===== src/rtl/core_pkg.sv =====
// core_pkg: datapath width and opcode encodings shared by the execute-stage units.
//   DATA_WIDTH        operand/result width
//   ALU_WIDTH_CODE    width of the ALU opcode field
//   SHIFT_WIDTH_CODE  width of the shifter opcode field
package core_pkg;

    localparam int DATA_WIDTH       = 32;
    localparam int ALU_WIDTH_CODE   = 4;
    localparam int SHIFT_WIDTH_CODE = 2;

    localparam logic [ALU_WIDTH_CODE-1:0] ALU_ADD  = 4'd0;
    localparam logic [ALU_WIDTH_CODE-1:0] ALU_SUB  = 4'd1;
    localparam logic [ALU_WIDTH_CODE-1:0] ALU_AND  = 4'd2;
    localparam logic [ALU_WIDTH_CODE-1:0] ALU_OR   = 4'd3;
    localparam logic [ALU_WIDTH_CODE-1:0] ALU_XOR  = 4'd4;
    localparam logic [ALU_WIDTH_CODE-1:0] ALU_SLT  = 4'd5;
    localparam logic [ALU_WIDTH_CODE-1:0] ALU_SLTU = 4'd6;

    localparam logic [SHIFT_WIDTH_CODE-1:0] SHIFT_SLL = 2'd0;
    localparam logic [SHIFT_WIDTH_CODE-1:0] SHIFT_SRL = 2'd1;
    localparam logic [SHIFT_WIDTH_CODE-1:0] SHIFT_SRA = 2'd2;

endpackage


===== src/rtl/exec_unit_pkg.sv =====
// exec_unit_pkg: unit selection, multiplier control and FSM state types for
// core_execution_unit.
package exec_unit_pkg;

    localparam int EX_UNIT_WIDTH = 2;

    typedef enum logic [EX_UNIT_WIDTH-1:0] {
        EX_UNIT_ALU   = 2'd0,
        EX_UNIT_SHIFT = 2'd1,
        EX_UNIT_MUL   = 2'd2
    } ex_unit_e;

    // Encoding 3 is not a unit; it produces a zero result flagged with out_err.
    localparam logic [EX_UNIT_WIDTH-1:0] EX_UNIT_ILLEGAL = 2'd3;

    typedef enum logic {
        MUL_LO = 1'b0,
        MUL_HU = 1'b1
    } mul_ctrl_e;

    typedef enum logic {
        IDLE = 1'b0,
        MUL  = 1'b1
    } state_e;

endpackage


===== src/rtl/core_alu.sv =====
// core_alu: combinational integer ALU.
//   alu_a, alu_b  operands
//   alu_control   opcode (core_pkg ALU_*)
//   alu_result    result; unknown opcodes give 0
module core_alu
    import core_pkg::*;
#(
    parameter int WIDTH = DATA_WIDTH
) (
    input  logic [WIDTH-1:0]          alu_a,
    input  logic [WIDTH-1:0]          alu_b,
    input  logic [ALU_WIDTH_CODE-1:0] alu_control,
    output logic [WIDTH-1:0]          alu_result
);

    always_comb begin
        alu_result = '0;
        case (alu_control)
            ALU_ADD:  alu_result = alu_a + alu_b;
            ALU_SUB:  alu_result = alu_a - alu_b;
            ALU_AND:  alu_result = alu_a & alu_b;
            ALU_OR:   alu_result = alu_a | alu_b;
            ALU_XOR:  alu_result = alu_a ^ alu_b;
            ALU_SLT:  alu_result = WIDTH'($signed(alu_a) < $signed(alu_b));
            ALU_SLTU: alu_result = WIDTH'(alu_a < alu_b);
            default:  alu_result = '0;
        endcase
    end

endmodule


===== src/rtl/core_mul_iter.sv =====
// core_mul_iter: iterative unsigned shift-and-add multiplier.
//   clk, rst    clock, synchronous active-high reset
//   kill        abandons the current multiply
//   start       loads operands and begins DATA_WIDTH/BITS_PER_CYCLE iterations
//   mul_op      MUL_LO selects the low half of the product, MUL_HU the high half
//   mul_a/mul_b multiplicand / multiplier
//   done        high during the last iteration; mul_result is valid alongside it
//   mul_result  selected half of the completed product
module core_mul_iter
    import exec_unit_pkg::*;
#(
    parameter int          DATA_WIDTH     = 32,
    parameter int unsigned BITS_PER_CYCLE = 1
) (
    input  logic                  clk,
    input  logic                  rst,
    input  logic                  kill,
    input  logic                  start,
    input  mul_ctrl_e             mul_op,
    input  logic [DATA_WIDTH-1:0] mul_a,
    input  logic [DATA_WIDTH-1:0] mul_b,
    output logic                  done,
    output logic [DATA_WIDTH-1:0] mul_result
);

    localparam int unsigned STEPS = DATA_WIDTH / BITS_PER_CYCLE;
    localparam int          CW    = $clog2(STEPS + 1);

    logic [CW-1:0]           count;
    logic [2*DATA_WIDTH-1:0] acc;
    logic [2*DATA_WIDTH-1:0] acc_next;
    logic [2*DATA_WIDTH-1:0] partial;
    // Multiplicand is pre-shifted each iteration so the partial product
    // always lands at the current bit position.
    logic [2*DATA_WIDTH-1:0] mcand;
    logic [DATA_WIDTH-1:0]   mplier;
    mul_ctrl_e               op_q;

    always_comb begin
        partial = '0;
        for (int unsigned i = 0; i < BITS_PER_CYCLE; i++) begin
            if (mplier[i]) partial = partial + (mcand << i);
        end
        acc_next = acc + partial;
    end

    // The final accumulation is forwarded so the result register in the
    // parent loads on the same edge the counter reaches zero.
    assign done       = (count == CW'(1));
    assign mul_result = (op_q == MUL_HU) ? acc_next[2*DATA_WIDTH-1:DATA_WIDTH]
                                         : acc_next[DATA_WIDTH-1:0];

    always_ff @(posedge clk) begin
        if (rst) begin
            count  <= '0;
            acc    <= '0;
            mcand  <= '0;
            mplier <= '0;
            op_q   <= MUL_LO;
        end else if (kill) begin
            count <= '0;
        end else if (start) begin
            count  <= CW'(STEPS);
            acc    <= '0;
            mcand  <= {{DATA_WIDTH{1'b0}}, mul_a};
            mplier <= mul_b;
            op_q   <= mul_op;
        end else if (count != '0) begin
            count  <= count - CW'(1);
            acc    <= acc_next;
            mcand  <= mcand << BITS_PER_CYCLE;
            mplier <= mplier >> BITS_PER_CYCLE;
        end
    end

endmodule


===== src/rtl/core_shift.sv =====
// core_shift: combinational barrel shifter.
//   shift_a        value to shift
//   shift_b        shift amount taken from the low log2(WIDTH) bits
//   shift_control  opcode (core_pkg SHIFT_*)
//   shift_result   result; unknown opcodes give 0
module core_shift
    import core_pkg::*;
#(
    parameter int WIDTH = DATA_WIDTH
) (
    input  logic [WIDTH-1:0]            shift_a,
    input  logic [WIDTH-1:0]            shift_b,
    input  logic [SHIFT_WIDTH_CODE-1:0] shift_control,
    output logic [WIDTH-1:0]            shift_result
);

    localparam int SW = $clog2(WIDTH);

    logic [SW-1:0] shamt;
    assign shamt = shift_b[SW-1:0];

    always_comb begin
        shift_result = '0;
        case (shift_control)
            SHIFT_SLL: shift_result = shift_a << shamt;
            SHIFT_SRL: shift_result = shift_a >> shamt;
            SHIFT_SRA: shift_result = $unsigned($signed(shift_a) >>> shamt);
            default:   shift_result = '0;
        endcase
    end

endmodule


===== src/rtl/core_execution_unit.sv =====
// core_execution_unit: registered execute stage with valid/ready handshakes.
//   clk, rst, flush          clock, sync active-high reset, sync kill of in-flight work
//   in_valid/in_ready        input handshake; one op accepted per handshake
//   unit_sel                 ALU / SHIFT / MUL; encoding 3 returns 0 with out_err
//   alu_control, shift_control, mul_control  per-unit opcodes
//   ex_in_a, ex_in_b, in_tag operands and destination tag
//   out_valid/out_ready      output handshake; result held while stalled
//   ex_out, out_tag, out_err result, its tag, illegal-unit flag
//   busy                     multiplier iterating
module core_execution_unit
    import exec_unit_pkg::*;
#(
    parameter int          DATA_WIDTH         = core_pkg::DATA_WIDTH,
    parameter int          TAG_WIDTH          = 5,
    parameter int unsigned MUL_BITS_PER_CYCLE = 1
) (
    input  logic                                  clk,
    input  logic                                  rst,
    input  logic                                  flush,
    input  logic                                  in_valid,
    output logic                                  in_ready,
    input  logic [EX_UNIT_WIDTH-1:0]              unit_sel,
    input  logic [core_pkg::ALU_WIDTH_CODE-1:0]   alu_control,
    input  logic [core_pkg::SHIFT_WIDTH_CODE-1:0] shift_control,
    input  logic                                  mul_control,
    input  logic [DATA_WIDTH-1:0]                 ex_in_a,
    input  logic [DATA_WIDTH-1:0]                 ex_in_b,
    input  logic [TAG_WIDTH-1:0]                  in_tag,
    output logic                                  out_valid,
    input  logic                                  out_ready,
    output logic [DATA_WIDTH-1:0]                 ex_out,
    output logic [TAG_WIDTH-1:0]                  out_tag,
    output logic                                  out_err,
    output logic                                  busy
);

    if (DATA_WIDTH % MUL_BITS_PER_CYCLE != 0) begin : g_bad_mul_cfg
        $fatal(1, "core_execution_unit: MUL_BITS_PER_CYCLE must divide DATA_WIDTH");
    end

    state_e                state;
    logic                  accept;
    logic                  mul_start;
    logic                  mul_done;
    logic [DATA_WIDTH-1:0] alu_result;
    logic [DATA_WIDTH-1:0] shift_result;
    logic [DATA_WIDTH-1:0] mul_result;
    logic [DATA_WIDTH-1:0] comb_result;
    logic [TAG_WIDTH-1:0]  mul_tag;

    assign in_ready  = (state == IDLE) && (!out_valid || out_ready) && !flush;
    assign accept    = in_valid && in_ready;
    assign mul_start = accept && (unit_sel == EX_UNIT_MUL);

    core_alu #(.WIDTH(DATA_WIDTH)) u_alu (
        .alu_a       (ex_in_a),
        .alu_b       (ex_in_b),
        .alu_control (alu_control),
        .alu_result  (alu_result)
    );

    core_shift #(.WIDTH(DATA_WIDTH)) u_shift (
        .shift_a       (ex_in_a),
        .shift_b       (ex_in_b),
        .shift_control (shift_control),
        .shift_result  (shift_result)
    );

    core_mul_iter #(
        .DATA_WIDTH     (DATA_WIDTH),
        .BITS_PER_CYCLE (MUL_BITS_PER_CYCLE)
    ) u_mul (
        .clk        (clk),
        .rst        (rst),
        .kill       (flush),
        .start      (mul_start),
        .mul_op     (mul_ctrl_e'(mul_control)),
        .mul_a      (ex_in_a),
        .mul_b      (ex_in_b),
        .done       (mul_done),
        .mul_result (mul_result)
    );

    always_comb begin
        comb_result = '0;
        case (unit_sel)
            EX_UNIT_ALU:   comb_result = alu_result;
            EX_UNIT_SHIFT: comb_result = shift_result;
            default:       comb_result = '0;
        endcase
    end

    always_ff @(posedge clk) begin
        if (rst) begin
            state     <= IDLE;
            busy      <= 1'b0;
            out_valid <= 1'b0;
            out_err   <= 1'b0;
            ex_out    <= '0;
            out_tag   <= '0;
            mul_tag   <= '0;
        end else if (flush) begin
            state     <= IDLE;
            busy      <= 1'b0;
            out_valid <= 1'b0;
        end else begin
            if (out_valid && out_ready) out_valid <= 1'b0;
            // A new result loaded here overrides the drain above.
            if (accept) begin
                if (unit_sel == EX_UNIT_MUL) begin
                    state   <= MUL;
                    busy    <= 1'b1;
                    mul_tag <= in_tag;
                end else begin
                    out_valid <= 1'b1;
                    ex_out    <= comb_result;
                    out_tag   <= in_tag;
                    out_err   <= (unit_sel == EX_UNIT_ILLEGAL);
                end
            end
            // No accept happens in MUL, so the output slot is free here.
            if (state == MUL && mul_done) begin
                state     <= IDLE;
                busy      <= 1'b0;
                out_valid <= 1'b1;
                ex_out    <= mul_result;
                out_tag   <= mul_tag;
                out_err   <= 1'b0;
            end
        end
    end

endmodule


===== config.mk =====
export PLATFORM = sky130hd
export DESIGN_NAME = core_execution_unit
export DESIGN_NICKNAME = d
export VERILOG_FILES = /design/src/rtl/core_pkg.sv /design/src/rtl/exec_unit_pkg.sv /design/src/rtl/core_alu.sv /design/src/rtl/core_mul_iter.sv /design/src/rtl/core_shift.sv /design/src/rtl/core_execution_unit.sv
export SDC_FILE = /design/constraint.sdc
export NUM_CORES = 1
export LEC_CHECK = 0
export ABC_CLOCK_PERIOD_IN_PS = 4910
export BUFFER_PORTS_ARGS = -buffer_cell sky130_fd_sc_hd__buf_2
export CAP_MARGIN = 20
export CORE_MARGIN = 1
export CORE_UTILIZATION = 55
export DETAILED_ROUTE_END_ITERATION = 12
export GPL_TIMING_DRIVEN = 0
export PLACE_DENSITY = 0.8
export SETUP_SLACK_MARGIN = 0.02
export SYNTH_ARGS = -nofsm -noshare
export SYNTH_HDL_FRONTEND = slang
export SYNTH_SLANG_ARGS = --single-unit
export TNS_END_PERCENT = 100

===== constraint.sdc =====
create_clock -name clk -period 4.91 [get_ports clk]
set_input_delay 1.2275 -clock clk [delete_from_list [all_inputs] [get_ports clk]]
set_output_delay 1.2275 -clock clk [all_outputs]
set_load 0.02 [all_outputs]

== Word-level counts from Yosys, hierarchy flattened ==
Cells that the tools add are included.
Word-level totals
  bits in registers: 212
  bits of input ports: 83
  output and inout port bits: 41
  word-level logic and storage cells: 88
Cells by class
  add/subtract/negate cells: 4
  order comparisons: 2
  equality and inequality tests: 13
  shifts and indexed selects: 3
  multiplexer cells: 26
  bitwise gates (word level): 5
  reductions and logical operators: 23
Operators with widths (count)
  64-bit two-way mux: 5
  32-bit case mux with 7 select lines: 1
  32-bit two-way mux: 6
  32-bit case mux with 3 select lines: 1
  64-bit adder: 1
  32-bit < comparator: 2
  32-bit case mux with 2 select lines: 1
  32-bit adder: 1
  32-bit bitwise AND: 1
  32-bit OR: 1
  32-bit by 5-bit left shift with 32-bit output: 1
  32-bit by 5-bit >> shifter with 32-bit output: 1
  32-bit by 5-bit >>> shifter with 32-bit output: 1
  32-bit subtractor: 1
  32-bit XOR: 1
  5-bit two-way mux: 3
  4-bit by 3-bit equality test with 1-bit output, second input constant: 3
  6-bit two-way mux: 2
  4-bit by 2-bit equality test with 1-bit output, second input constant: 2
  1-bit two-way mux: 7
  2-bit equality test, second input constant: 3
  6-bit by 1-bit equality test with 1-bit output, second input constant: 1
  1-bit logical AND: 6
  2-bit AND reduction: 3
  14 further kinds: 21

== Logic depth before layout (Yosys ltp) ==
Gate-level depths: netlist of run 1.
  depth in word-level cells: 8
  gate-level depth with buffers: 16
  mapped depth without buffers: 13

== Hierarchy ==
Synthesis of run 1 repeated with hierarchy kept, for this count alone.
Unflattened totals
  cells, all modules: 2778
  area, all modules: 22582.9 um2
By module, submodules not included
  core_mul_iter: times used 1, cells each 1250, area an instance 10712.8 um2, seq. area each 3343.2 um2
  core_alu: times used 1, cells each 773, area an instance 5028.6 um2, seq. area each 0.0 um2
  core_shift: times used 1, cells each 490, area an instance 4124.0 um2, seq. area each 0.0 um2
  core_execution_unit: times used 1, cells each 265, area an instance 2717.6 um2, seq. area each 900.9 um2

== Worst setup path after synthesis of run 1 ==
OpenSTA, ideal clock, no wires.
  path kind: input-to-reg
  start: input ex_in_b[2]
  end: register ex_out[29]
  library setup time: 135 ps
  arrival time: 4404 ps
  data required time: 4775 ps
  setup slack: 371 ps
  stages on the path: 14
  buffers on the path: 2
  path through: clkinv_1 -> clkbuf_1 -> clkbuf_1 -> ha_1 -> o21ai_0 -> o21ai_1 -> nand3_1 -> a211oi_1 -> or3_1 -> a41o_1 -> a2111oi_2 -> o21ai_0 -> a21oi_1 -> a311oi_1
Between the ends
  longest elaborated chain between the ends: 6
  elaborated cells between the ends (all ways): 11
  those cells by class: add/sub: 2; shift: 3; mux: 6
Ends and longest elaborated chain
  start: declaration: line core_execution_unit.sv:27  | input logic [DATA_WIDTH-1:0] ex_in_b,
  32-bit subtractor (tied with other cells): line core_alu.sv:20  | ALU_SUB: alu_result = alu_a - alu_b;
  32-bit case mux with 7 select lines or 32-bit case mux with 3 select lines (tied branches): line core_alu.sv:18, core_shift.sv:24
  32-bit case mux with 2 select lines (*): line core_execution_unit.sv:86  | case (unit_sel)
  32-bit two-way mux (*): line core_execution_unit.sv:110  | if (unit_sel == EX_UNIT_MUL) begin
  32-bit two-way mux (*): line core_execution_unit.sv:109  | if (accept) begin
  32-bit two-way mux (*): line core_execution_unit.sv:122  | if (state == MUL && mul_done) begin
  end signal: assignment: line core_execution_unit.sv:116  | ex_out <= comb_result;
  end signal: assignment: line core_execution_unit.sv:126  | ex_out <= mul_result;
  end: declaration: line core_execution_unit.sv:31  | output logic [DATA_WIDTH-1:0] ex_out,
Every way passes the cells marked *; elsewhere a longest branch is shown, timed or not. The select of a mux whose other input is x is not followed.
A chain may end at the register's enable or synchronous reset.

== Final worst setup path of run 1 ==
  start: input ex_in_b[2]
  end: register ex_out[18]
The elaborated chain is that of the path after synthesis.

==> flow_metrics.py, run 1 <==
metrics = {
    "synthesis": {
        "ys_seq_area_share_pct": 20.0,
        "synth_edf_count": 0,
        "yosys_warnings": 0,
        "async_flop_share_pct": 0,
        "syn_area_um2": 21200,
        "synth_nets": 3103,
        "ys_types": 93,
        "syn-instance-count": 2838,
        "synth.avg_cell_area_um2": 7.48,
        "synthFlopType": "dfxtp_1",
        "ys_seq_elements": 212,
    },
    "clock_tree": {
        "clk_pin_slew_ns": 0.06,
        "htree_levels": 1,
        "post_cts_resized": 7,
        "cts_buffers": 25,
        "tritoncts": "yes",
        "clockBufferDepth": 3,
        "cts_sinks": 212,
        "root_buffer": "clkbuf_16",
        "postCtsSetupBuffers": 0,
        "cts_hold_buffers": 0,
        "clock_latency_ns": 0.57,
    },
    "sta": {
        "fin_crit_sh_pct": 101,
        "fin_crit_ns": 4.93,
        "max_freq_ghz": 0.203,
        "slew_headroom_pct": 18.4,
        "max_slew.worst_pin.slew_ns": 1.22,
        "drv_slew": 0,
        "finalClockSkew_ns": 0.0382,
        "rsz0062_at_grt": "false",
        "hold_viol_final": 0,
        "setup_ws_ns": -0.0248,
        "setup_viol": 1,
    },
    "critical_path": {
        "cp-end-kind": "flop",
        "path_class": "in -> reg",
        "path_max_fanout": 15,
        "required_ns": 5.42,
        "start_kind": "input pin",
        "critPathArrivalTime_ns": 5.44,
    },
    "global_routing": {
        "grt_pass1_wl_um": 141000,
        "grt-ovfl-total": 0,
        "antenna_found_initial": 4,
        "grt_usage_pct": 48.1,
        "grt_start_max_net_pins": 16,
        "grt_pass1_vias": 22700,
    },
    "finish": {
        "final_area_um2": 23500,
        "area_growth_pct": 10.7,
        "fill_cells": 3515,
        "drive_above_1_share_pct": 10.2,
        "final_common_cell": "nand2_1",
        "layout_common_cells": "nand2_1 (364), nor2_1 (326), dfxtp_1 (212)",
        "fin_nets": 3250,
        "final_util_pct": 62.1,
    },
    "die": {
        "die_x_um": 198,
        "core_area_um2": 37800,
        "io_pins": 124,
        "dieArea_um2": 39400,
        "die_y_um": 198,
        "start_util_pct": 56.1,
        "rows": 71,
    },
    "placed_design": {
        "port_buffers": 117,
        "place.gp.congestion": 1.11,
        "place_area_um2": 22500,
        "dp_hpwl_um": 75600,
    },
    "detailed_routing": {
        "dr.pass1.iters": 8,
        "drt_wl_total_um": 97500,
        "vias": 24900,
        "drc_errors": 0,
        "wl_per_cell_um": 27.7,
        "drt_iter0_drc": 3360,
        "vias_per_cell": 7.07,
        "antenna_left": 0,
    },
    "min_path": {
        "hp-class": "reg -> reg",
    },
    "power": {
        "vdd_ir_drop_max_uv": 311,
        "p_leak_nw": 9.65,
        "power_density_nw_per_um2": 297,
    },
    "outcome": {
        "violations": "negative setup slack",
        "outcome": "complete, but fails checks",
    },
    "run": {
        "maxCapViolCount": 0,
    },
}
-- where the power goes --
group / total (mW) / internal, mW / switching (mW)
Sequential: 2.03 / 1.90 / 0.131
Clock: 2.03 / 1.21 / 0.811
Combinational: 2.92 / 0.852 / 2.07
-- worst paths after layout --
check | start | to | slack, ns | cells after the start
max reg2reg | u_mul.mplier[0]$_SDFFE_PP0P_ | ex_out[31]$_SDFFE_PP0P_ | 0.17 | 14
min | mul_tag[1]$_SDFFE_PP0P_ | mul_tag[1]$_SDFFE_PP0P_ | 0.46 | 2
max | ex_in_b[2] | ex_out[18]$_SDFFE_PP0P_ | -0.02 | 13
min reg2reg | mul_tag[1]$_SDFFE_PP0P_ | mul_tag[1]$_SDFFE_PP0P_ | 0.46 | 2
-- state kept, by name, summed over array words and instances (netlist names) --
signal / cells
out_tag: 5
state: 1
ex_out: 32
u_mul.acc: 64
u_mul.op_q: 1
out_err: 1
u_mul.mplier: 32
out_valid: 1
u_mul.mcand: 64
u_mul.count: 6
mul_tag: 5
-- cells by family (layout without fill, tap and decap cells) --
logic type	after synthesis	after routing	synth area share [%]
AO/OA/AOI/OAI	948	948	31.2
XOR/XNOR	69	69	2.85
adder cells (fa/ha/maj)	182	182	10.8
buffers and inverters	334	499	6.15
flip-flops	212	212	20.0
multiplexers	105	105	8.24
other	0	1	0
AND/OR/NAND/NOR	988	988	20.7
-- layer usage --
layer / up-vias / GRT usage, % / wire (µm)
met4: 8 / 34.9 / 8450
met5: - / 0 / 57
met3: 496 / 13.6 / 13400
li1: 10800 / - / -
met1: 11600 / 59.8 / 35700
met2: 1964 / 71.2 / 39900
-- cell type report --
cell class,instances,area [µm²],share of cell area (%)
clock inverter,15,215,0.916
timing repair buffer,122,618,2.63
clock buffer,30,654,2.79
buffer,209,846,3.60
multi-input combinational,2292,15800,67.3
antenna,1,2.50,0.0107
sequential,212,4240,18.1
inverter,123,467,1.99
tap,511,639,2.72
-- synth_stat cells (all sizes together), types with 34 or more instances --
| library cell | n | area, µm² |
|---|---|---|
| xnor2 | 39 | 342 |
| nand2 | 364 | 1370 |
| dfxtp | 212 | 4240 |
| inv | 121 | 454 |
| mux4 | 55 | 1240 |
| nand3 | 40 | 200 |
| a221oi | 34 | 310 |
| ha | 179 | 2240 |
| a21oi | 203 | 1020 |
| and2 | 73 | 457 |
| nor3 | 49 | 245 |
| a211oi | 37 | 288 |
| a22o | 81 | 709 |
| mux2i | 43 | 430 |
| o21ai | 168 | 845 |
| clkbuf | 171 | 643 |
| a21o | 54 | 405 |
| a311oi | 83 | 733 |
| nor2 | 328 | 1230 |
| buf | 40 | 200 |
-- worst max-delay path, cell delays in order --
cell,delay (ns)
buf_2,0.16
clkinv_2,0.30
buf_2,0.36
ha_1,0.44
a211oi_1,0.40
o21ai_1,0.20
o21a_1,0.17
a311oi_1,0.78
o31ai_1,0.18
a21o_1,0.26
mux2i_1,0.12
o21ai_0,0.54
o2111a_1,0.29
-- per-stage QoR --
stage               setup slack [ns]  setup TNS, ns  hold WS (ns)  cells  power, mW
detailed placement             -1.40         -20.39         0.448   3469       4.80
global placement               -1.47         -21.63         0.435   3466       4.71
global route                 0.00864              0         0.482   3514       7.20
CTS                           0.0214              0         0.458   3513       6.80
finish                       -0.0248        -0.0248         0.459   3515       6.98
floorplan                      0.371              0         0.422   2838       3.81
Power figures use the tool's default switching activity.
==> run 2: changes to the inputs <==
ABC_CLOCK_PERIOD_IN_PS = 6000   (was 4910)
clock period = 6 ns   (was 4.91 ns; I/O delays follow)
==> run 2 against run 1 <==
The flow now finishes without violations. Critical endpoint is now ex_out[0]$_SDFFE_PP0P_. Via count is 0.23% lower. Setup slack gained 0.22 ns. Count of clock-buffer cells in the layout stayed put. Largest power group unchanged.
==> flow_metrics.py, run 2 (synthesized netlist as in run 1, its figures left out) <==
metrics = {
    "placed_design": {
        "place.gp.congestion": 1.11,
        "dp_hpwl_um": 75600,
        "port_buffers": 117,
        "place_ws_ns": -0.578,
    },
    "clock_tree": {
        "cts_sinks": 212,
        "clockBufferDepth": 3,
        "clk_pin_slew_ns": 0.07,
        "htree_levels": 1,
        "cts_hold_buffers": 0,
        "postCtsSetupBuffers": 0,
        "tritoncts": "yes",
        "root_buffer": "clkbuf_16",
        "cts_buffers": 25,
        "clock_latency_ns": 0.57,
    },
    "die": {
        "io_pins": 124,
        "dieArea_um2": 39400,
        "rows": 71,
        "die_y_um": 198,
        "core_area_um2": 37800,
        "start_util_pct": 56.1,
        "die_x_um": 198,
    },
    "sta": {
        "fin_crit_ns": 5.80,
        "fin_crit_sh_pct": 96.7,
        "setup_ws_ns": 0.199,
        "slew_headroom_pct": 12.6,
        "setup_tns_ns": 0,
        "hold_viol_final": 0,
        "rsz0062_at_grt": "false",
        "finalClockSkew_ns": 0.0356,
        "max_slew.worst_pin.slew_ns": 1.29,
        "setup_viol": 0,
        "max_freq_ghz": 0.172,
        "drv_slew": 0,
    },
    "finish": {
        "fin_nets": 3250,
        "reg_top3": "u_mul.acc: 64 flops, u_mul.mcand: 64 flops",
        "drive_above_1_share_pct": 9.39,
        "final_common_cell": "nand2_1",
        "area_growth_pct": 10.1,
        "layout_common_cells": "nand2_1 (364), nor2_1 (327), dfxtp_1 (212)",
        "fill_cells": 3529,
    },
    "detailed_routing": {
        "antenna_left": 0,
        "wl_met3_um": 13300,
        "wl_met2_um": 39700,
        "drt_iter0_drc": 3239,
        "highest_layer": "met5",
        "wl_per_cell_um": 27.7,
        "dr.pass1.iters": 6,
        "vias_per_cell": 7.05,
        "drt_wl_total_um": 97500,
        "vias": 24800,
        "wl_met1_um": 36000,
        "drc_errors": 0,
    },
    "global_routing": {
        "grt_start_max_net_pins": 14,
        "grt_usage_pct": 48.1,
        "grt_pass1_vias": 22700,
        "antenna_found_initial": 6,
        "grt-ovfl-total": 0,
        "grt_pass1_wl_um": 141000,
    },
    "critical_path": {
        "cp_slowest_stage_delay_ns": 0.66,
        "critPathArrivalTime_ns": 6.20,
        "crit_buf_inv": 3,
        "start_kind": "input pin",
        "rrSetupSlack_ns": 0.76,
        "path_max_fanout": 15,
        "path_common_cell": "a211oi_1",
        "critical_path.top_delay_family": "compound AO/OA/AOI/OAI gates",
        "cp-end-kind": "flop",
        "path_class": "in -> reg",
        "required_ns": 6.40,
        "path_cells": "buf_2 -> clkinv_1 -> clkbuf_2 -> ha_1 -> nor2_1 -> o221ai_1 -> a211oi_1 -> o41ai_2 -> o21ai_1 -> nand3_1 -> a31oi_1 -> a211oi_1 -> a2111oi_1 -> nor4_1",
        "cp_slowest_cell": "a2111oi_1",
    },
    "run": {
        "maxCapViolCount": 0,
    },
    "power": {
        "vdd_ir_drop_max_uv": 253,
        "p_leak_nw": 9.62,
        "finalPower_mw": 5.71,
        "power_density_nw_per_um2": 244,
    },
    "outcome": {
        "outcome": "finished clean",
    },
    "min_path": {
        "hp-class": "reg -> reg",
    },
}
==> run 2: cell count changes in the layout (fill, tap and decap cells not counted), moves of 3 or more <==
cell      change
a221oi_1      +3
a211oi_2      -4
a211oi_1      +4
clkbuf_4      -3
diode_2       +3
a221oi_2      -3
==> run 2: power breakdown <==
part	internal [mW]	switching, mW	total, mW
Clock	0.993	0.668	1.66
Combinational	0.692	1.69	2.39
Sequential	1.56	0.107	1.67
==> run 2: per-layer routing <==
layer  track usage (%)  up-vias
met4              34.3        4
met1              60.0    11500
li1                  -    10800
met3              13.1      496
met5                 0        -
met2              71.5     2005
==> run 2: per-stage QoR <==
step	cells	area [µm²]	hold WS [ns]	util [%]
final	3518	23400	0.462	61.7
after global routing	3514	23400	0.482	61.7
after CTS	3514	23400	0.458	61.7
after detailed placement	3469	22500	0.448	59.4
after global placement	3466	22400	0.435	59.3
after floorplan	2838	21200	0.422	-
==> run 2: final timing paths <==
path / start / end / cells past startpoint
setup / recovery: ex_in_b[2] / ex_out[0]$_SDFFE_PP0P_ / 14
hold / removal: mul_tag[1]$_SDFFE_PP0P_ / mul_tag[1]$_SDFFE_PP0P_ / 2
hold reg to reg: mul_tag[1]$_SDFFE_PP0P_ / mul_tag[1]$_SDFFE_PP0P_ / 2
setup reg to reg: u_mul.mplier[0]$_SDFFE_PP0P_ / ex_out[31]$_SDFFE_PP0P_ / 15
==> run 2: layout make-up <==
class / count / area (µm²) / area share, %
multi-input cells: 2292 / 15700 / 67.1
flip-flops and latches: 212 / 4240 / 18.2
plain buffers: 210 / 842 / 3.60
clock buffers: 30 / 654 / 2.80
well taps: 511 / 639 / 2.74
repair buffers: 121 / 611 / 2.61
inverters: 123 / 462 / 1.98
clock inverters: 15 / 215 / 0.921
diodes: 4 / 10.0 / 0.0428
==> run 2: worst reg2reg max path, stage by stage (launching register included) <==
cell	delay, ns
dfxtp_1	0.35
clkbuf_1	0.65
clkbuf_1	0.34
and2_1	0.18
ha_1	0.22
clkbuf_1	0.17
a21oi_1	0.39
nand2_1	0.10
a221oi_1	0.59
o21bai_1	0.13
a31o_2	0.29
o311a_1	0.39
nor4_1	0.52
nor3_1	0.13
a221oi_1	0.45
o22ai_1	0.18
==> run 2: repair_timing <==
action | CTS | global route
gates resized for setup | 1 | 2
endpoints found under the setup margin | 1 | 1
pin swaps | 0 | 0
